$ cat config.mk
export PLATFORM = sky130hd
export DESIGN_NAME = sub16_nibble_serial
export DESIGN_NICKNAME = d
export VERILOG_FILES = /design/src/rtl/sub16_nibble_serial.sv
export SDC_FILE = /design/constraint.sdc
export NUM_CORES = 1
export LEC_CHECK = 0
export BUFFER_PORTS_ARGS = -buffer_cell sky130_fd_sc_hd__buf_4
export CORE_MARGIN = 2
export CORE_UTILIZATION = 50
export DETAILED_ROUTE_END_ITERATION = 8
export PLACE_DENSITY = 0.79
export SLEW_MARGIN = 10
export SYNTH_ARGS = -nofsm -noshare
export SYNTH_HDL_FRONTEND = slang
export SYNTH_SLANG_ARGS = --single-unit
export TNS_END_PERCENT = 50
$ cat constraint.sdc
create_clock -name clk -period 8.6 [get_ports clk]
set_input_delay 0.86 -clock clk [delete_from_list [all_inputs] [get_ports clk]]
set_output_delay 0.86 -clock clk [all_outputs]
set_load 0.05 [all_outputs]
$ cat src/rtl/sub16_nibble_serial.sv
// ---------------------------------------------------------------------------
// sub16_nibble_serial
//
// Multi-cycle two's-complement subtractor: diff = a - b - bin (mod 2^WIDTH).
// One SLICE-bit slice is processed per clock, least significant slice first.
// The borrow is held in a register between slices. This is a low-area
// subtract/compare path that sits beside the CLA adder in the ALU.
// Exactly one operation is in flight at a time.
//
// Ports
//   clk        in   1      clock, rising edge
//   rst_n      in   1      asynchronous active-low reset
//   in_valid   in   1      operands valid
//   in_ready   out  1      block can accept operands (IDLE and not in reset)
//   a          in   WIDTH  minuend
//   b          in   WIDTH  subtrahend
//   bin        in   1      borrow-in
//   out_valid  out  1      result valid (DONE)
//   out_ready  in   1      consumer accepts result
//   diff       out  WIDTH  a - b - bin, mod 2^WIDTH
//   bout       out  1      borrow-out; 1 iff unsigned a < b + bin
//   ovf        out  1      signed overflow
//   zero       out  1      diff == 0
// ---------------------------------------------------------------------------
module sub16_nibble_serial #(
    parameter int WIDTH = 16,
    parameter int SLICE = 4
) (
    input  logic             clk,
    input  logic             rst_n,
    input  logic             in_valid,
    output logic             in_ready,
    input  logic [WIDTH-1:0] a,
    input  logic [WIDTH-1:0] b,
    input  logic             bin,
    output logic             out_valid,
    input  logic             out_ready,
    output logic [WIDTH-1:0] diff,
    output logic             bout,
    output logic             ovf,
    output logic             zero
);

    localparam int NSLICE = WIDTH / SLICE;
    localparam int CW     = (NSLICE > 1) ? $clog2(NSLICE) : 1;
    localparam logic [CW-1:0] LAST = CW'(NSLICE - 1);

    typedef enum logic [1:0] {
        IDLE = 2'd0,
        RUN  = 2'd1,
        DONE = 2'd2
    } state_t;

    state_t           state_q, state_d;
    logic [CW-1:0]    cnt_q;
    logic             borrow_q;     // borrow between slices; carry = ~borrow
    logic [WIDTH-1:0] a_q, b_q;     // operands captured at accept
    logic [WIDTH-1:0] diff_q;
    logic             nz_q;         // some earlier slice of this result was non-zero
    logic             bout_q, ovf_q, zero_q;

    logic             accept;
    logic             retire;
    logic             last;
    logic [SLICE-1:0] a_sl, b_sl, s;
    logic [SLICE:0]   sum;
    logic             c;

    assign in_ready = (state_q == IDLE) & rst_n;
    assign out_valid = (state_q == DONE);
    assign accept    = in_valid & in_ready;
    assign retire    = out_valid & out_ready;
    assign last      = (cnt_q == LAST);

    assign diff = diff_q;
    assign bout = bout_q;
    assign ovf  = ovf_q;
    assign zero = zero_q;

    // Select the current slice of each latched operand. A compare-per-slice
    // mux keeps every part-select constant.
    // NOTE: every signal written in an always_comb gets a default first so no
    // path leaves it unassigned; otherwise a latch is inferred.
    always_comb begin
        a_sl = '0;
        b_sl = '0;
        for (int k = 0; k < NSLICE; k++) begin
            if (cnt_q == CW'(k)) begin
                a_sl = a_q[k*SLICE +: SLICE];
                b_sl = b_q[k*SLICE +: SLICE];
            end
        end
    end

    // Subtraction as addition: a + ~b + carry, with carry = ~borrow.
    assign sum = {1'b0, a_sl} + {1'b0, ~b_sl} + {{SLICE{1'b0}}, ~borrow_q};
    assign s   = sum[SLICE-1:0];
    assign c   = sum[SLICE];

    // ---------------------------------------------------------------------
    // FSM: state register
    // ---------------------------------------------------------------------
    // NOTE: sequential state uses non-blocking (<=) so every register samples
    // the pre-edge values, independent of statement order.
    always_ff @(posedge clk or negedge rst_n) begin
        if (!rst_n) begin
            state_q <= IDLE;
        end else begin
            state_q <= state_d;
        end
    end

    // ---------------------------------------------------------------------
    // FSM: next-state logic
    // ---------------------------------------------------------------------
    always_comb begin
        state_d = state_q;
        unique case (state_q)
            IDLE:    if (accept) state_d = RUN;
            RUN:     if (last)   state_d = DONE;
            DONE:    if (retire) state_d = IDLE;
            default: state_d = IDLE;
        endcase
    end

    // ---------------------------------------------------------------------
    // Datapath
    // ---------------------------------------------------------------------
    // NOTE: every register here is a plain flop, so all of them take the
    // asynchronous reset; a reset mid-operation therefore clears all outputs
    // and discards the in-flight operands.
    always_ff @(posedge clk or negedge rst_n) begin
        if (!rst_n) begin
            cnt_q    <= '0;
            borrow_q <= 1'b0;
            a_q      <= '0;
            b_q      <= '0;
            diff_q   <= '0;
            nz_q     <= 1'b0;
            bout_q   <= 1'b0;
            ovf_q    <= 1'b0;
            zero_q   <= 1'b0;
        end else if (accept) begin
            a_q      <= a;
            b_q      <= b;
            borrow_q <= bin;
            cnt_q    <= '0;
            nz_q     <= 1'b0;
        end else if (state_q == RUN) begin
            for (int k = 0; k < NSLICE; k++) begin
                if (cnt_q == CW'(k)) begin
                    diff_q[k*SLICE +: SLICE] <= s;
                end
            end
            borrow_q <= ~c;
            nz_q     <= nz_q | (|s);
            // Counter saturates on the last slice; the state leaves RUN there.
            if (!last) begin
                cnt_q <= cnt_q + 1'b1;
            end else begin
                bout_q <= ~c;
                ovf_q  <= (a_q[WIDTH-1] != b_q[WIDTH-1]) & (s[SLICE-1] != a_q[WIDTH-1]);
                zero_q <= ~(nz_q | (|s));
            end
        end
    end

endmodule

# Word-level counts from Yosys, hierarchy flattened
# Index checks and enable logic that the tools add are counted.
# word_totals
reg_bits	57
latchBits	0
ramBits	0
rom_bits	0
out_inout_bits	21
wordCells	66
memories	0
# classes
n_addsub	3
n_mul	0
div_mod_pow	0
order_cmp	0
n_eq_ne	11
shift	0
muxes	19
bitwise	10
reduce_logical	10
# op_table
op	n
2-to-1 mux 4 bit	8
AND reduction 3 bit	5
2-to-1 mux 2 bit	6
equality test 2 bit (second input constant)	3
inequality test 2 bit (second input constant)	3
case mux 2 bit (3 select lines)	1
adder 4 x 4 -> 5 bit	1
adder 5 x 1 -> 5 bit	1
AND 1 bit	4
equality test 2 x 1 -> 1 bit (second input constant)	2
zero test 2 bit	2
2-to-1 mux 1 bit	4
NOT 1 bit	4
NOT 4 bit	1
OR reduction 4 bit	1
adder 2 x 1 -> 2 bit (second input constant)	1
inequality test 1 bit	2
inequality test 2 x 1 -> 1 bit (second input constant)	1
AND reduction 2 bit	1
nonzero test 2 bit	1
OR 1 bit	1

# Logic depth before layout (Yosys ltp)
# depth
word_depth	12
depth_mapped	13
depth_no_buf	12

# Worst setup path before layout
# OpenSTA, ideal clock, no wires.
# synth_timing
kind	flip-flop to flip-flop
start	reg cnt_q[0]
end	reg zero_q, in the netlist zero
setup_time_ns	0.067
arrival_ns	2.813
required_ns	8.533
slack_ns	5.720
stages_incl_launch_ff	13
n_path_buf	1
cell_sequence	dfrtp_1 > inv_1 > ha_1 > nor2b_1 > clkbuf_1 > a221oi_1 > o31ai_1 > fa_1 > fa_1 > xnor2_1 > nand3_1 > nor4_1 > a22o_1
# synth_between
elab_chain_len	11
# synth_lines
element	line	rtl
from (decl)	55	logic [CW-1:0] cnt_q;
from (signal assigned)	159	cnt_q <= cnt_q + 1'b1;
zero test 2 bit	88	if (cnt_q == CW'(k)) begin
2-to-1 mux 4 bit (4 in a row)	88	
NOT 4 bit	96	assign sum = {1'b0, a_sl} + {1'b0, ~b_sl} + {{SLICE{1'b0}}, ~borrow_q};
adder 4 x 4 -> 5 bit	96	
adder 5 x 1 -> 5 bit	96	
OR reduction 4 bit	163	zero_q <= ~(nz_q | (|s));
OR 1 bit	163	
NOT 1 bit	163	
to (signal assigned)	163	
to (decl)	60	logic bout_q, ovf_q, zero_q;
# Several ways; a longest one is shown, not always the timed one.
# A chain may end at the register's enable or synchronous reset.

# Worst setup path in the final report
# layout_timing
start	reg cnt_q[1]
end	reg zero_q, in the netlist zero
# Same word-level chain as after synthesis.

==> flow_summary.json <==
{
  "antenna_found_initial": 0,
  "pin_count": 58,
  "timing.final.ws_setup_ns": 5.16,
  "status": "completed",
  "rsz0062_at_grt": "false",
  "num_rows": 26,
  "place_area_sq_um": 3090,
  "areaGrowthSynthToFinish_pct": 25.0,
  "tns_ns": 0,
  "synthArstFlopShare_pct": 100,
  "grt_pass1_vias": 2123,
  "clkLatencyLatePin_ns": 0.34,
  "synth_area_leaders": "dfrtp_1, nand2_1, mux2_2",
  "cts.sinks": 57,
  "path_class": "flop to flop",
  "die_x_um": 76.7,
  "hold_viol": 0,
  "final-max-slew-violation-count": 0,
  "vias": 2098,
  "port_buffers": 57,
  "ys_top_cells_by_count": "nand2_1, dfrtp_1, o21ai_0",
  "worst_path_max_delay_cell": "nor2b_1",
  "min_period_ns": 3.44,
  "yosys_warnings": 0,
  "drv_cap": 0,
  "seq_area_frac_synth_pct": 54.0,
  "avgSynthCellArea_sq_um": 9.44,
  "drcViolationCount": 0,
  "clock_path_buffers": 2,
  "wl_per_cell_um": 13.5,
  "die_area_sq_um": 5880,
  "overflow": 0,
  "dpl_worst_slack_ns": 5.21,
  "leakage_uw": 0.00168,
  "cp_cell_sequence": "inv_1, ha_1, nor2b_1, a221oi_1, nor3_1, a21oi_1, fa_1, fa_1, xnor2_1, nand3_1, nor4_1, a22o_1",
  "synth_cells": 280,
  "fin_nets": 381,
  "synth_enable_flop_cells": 0,
  "worstMarginPinSlew_ns": 1.09,
  "fp.coreArea_sq_um": 5110,
  "antenna_cells": 0,
  "cts_setup_buffers": 0,
  "netlist_area_sq_um": 2640,
  "setup_viol_count_final": 0,
  "ys_types": 37,
  "max_slew_margin_pct": 27.4,
  "tritoncts": "done",
  "syn-num-nets": 326,
  "grt_pass1_wl_um": 9700,
  "routed_wirelength_um": 5550,
  "start_util_pct": 51.7,
  "synthFlopType": "dfrtp_1",
  "yosysTopAreaCell": "dfrtp_1",
  "postCtsHoldBufs": 0,
  "cts-htree-levels": 3,
  "endpoint_kind": "flop",
  "grt_use_total_pct": 20.8,
  "dp_hpwl_um": 3970,
  "root_buffer": "clkbuf_8",
  "power_density_nw_per_um2": 482,
  "clkTransAtPathRegs_ns": 0.06,
  "worstPathArrival_ns": 3.72,
  "start_kind": "flop",
  "worstHoldPathType": "flop to flop",
  "peakVddDrop_mv": 0.237,
  "slowest_delay_ns": 0.46,
  "via_per_inst": 5.12,
  "drive_above_1_share_pct": 25.0,
  "critical_path.top_delay_family": "adder cells",
  "final.period_utilization_pct": 40.1,
  "drt_iter0_drc": 117,
  "die_h_um": 76.7,
  "required_ns": 8.87,
  "yosysTopAreaCellShare_pct": 54.0,
  "gp_congestion": 0.869,
  "yosysMostFrequentCell": "nand2_1",
  "ys_ff_latch": 57,
  "drt_first_pass_iters": 4,
  "max_freq_mhz": 290,
  "crit_top_cell": "fa_1",
  "grt_start_max_net_pins": 59,
  "cp_num_buf_inv": 1,
  "path_max_fanout": 11,
  "cts_buffers": 9,
  "ctsResizeCount": 0,
  "final_cell_area_sq_um": 3300,
  "fin_skew_ns": 0.00635,
  "drtAntennaViolNets": 0
}
-- kinds of logic (layout without fill, tap and decap cells) --
family / count (synthesis) / after routing / synth area share (%)
compound gates: 39 / 39 / 9.85
xor+xnor: 3 / 3 / 0.994
fa+ha+maj: 9 / 9 / 4.83
buf+inv: 18 / 78 / 3.12
flops: 57 / 57 / 54.0
mux: 9 / 9 / 3.84
simple gates: 145 / 145 / 23.4
-- layout make-up --
cell class	count	area, sq um
Clock buffer	14	173
Clock inverter	2	35.0
Inverter	5	18.8
Fill cell	436	1800
Tap cell	70	87.6
Timing Repair Buffer	57	428
Multi-Input combinational cell	205	1130
Sequential cell	57	1430
-- report_power, final --
part | internal (uW) | switching (uW) | leakage [uW]
Combinational | 309 | 544 | 0.000872
Clock | 157 | 101 | 0.000107
Sequential | 398 | 83.8 | 0.000703
Total | 865 | 728 | 0.00168
-- state kept, by name, indices dropped and copies added, names as in the netlist --
signal / flops
a_q: 16
b_q: 16
borrow_q: 1
bout: 1
cnt_q: 2
diff: 16
nz_q: 1
ovf: 1
state_q: 2
zero: 1
-- placed cells by master, fill, tap and decap left out, types with 3 or more instances in the layout --
cell and instances:
a21oi_1 9, a221oi_1 7, buf_4 57, clkbuf_8 12
dfrtp_1 57, ha_1 7, inv_1 5, mux2_2 9
nand2_1 115, nor2_1 3, nor2b_1 9, nor3_1 5
o21ai_0 11, o31ai_1 3
-- routing by layer --
layer  routed length, um  vias to the layer above  track usage [%]
li1                    -                     1034                -
met2                2620                       51             33.9
met5                   0                        -                0
met3                 217                       12             4.24
met1                2630                     1001             26.8
met4                  87                        0             9.82
-- tightest hold or removal path, stage by stage, from the launching register on --
cell     delay [ns]
dfrtp_1        0.34
nand2_1        0.05
nand2_1        0.05
-- through the flow --
stage / total power, uW / hold slack (ns) / std cells / util (%)
floorplan: 1100 / 0.446 / 280 / -
global placement: 1310 / 0.464 / 394 / 60.6
detailed placement: 1350 / 0.466 / 394 / 60.6
CTS: 1610 / 0.480 / 410 / 64.6
global route: 1710 / 0.505 / 410 / 64.7
finish: 1590 / 0.478 / 410 / 64.7
-- path summary, 6_finish.rpt --
path | from | end | slack (ns) | depth (start not counted)
worst max-delay path | cnt_q[1]$_DFFE_PN0P_ | zero$_DFFE_PN0P_ | 5.16 | 12
max in group asynchronous | rst_n | b_q[7]$_DFFE_PN0P_ | 7.56 | 1
worst min-delay path | b_q[7]$_DFFE_PN0P_ | b_q[7]$_DFFE_PN0P_ | 0.48 | 2
worst min register to register | b_q[7]$_DFFE_PN0P_ | b_q[7]$_DFFE_PN0P_ | 0.48 | 2
worst max register to register | cnt_q[1]$_DFFE_PN0P_ | zero$_DFFE_PN0P_ | 5.16 | 12
min in group asynchronous | rst_n | diff[14]$_DFFE_PN0P_ | 0.57 | 1
Power figures use the tool's default switching activity.
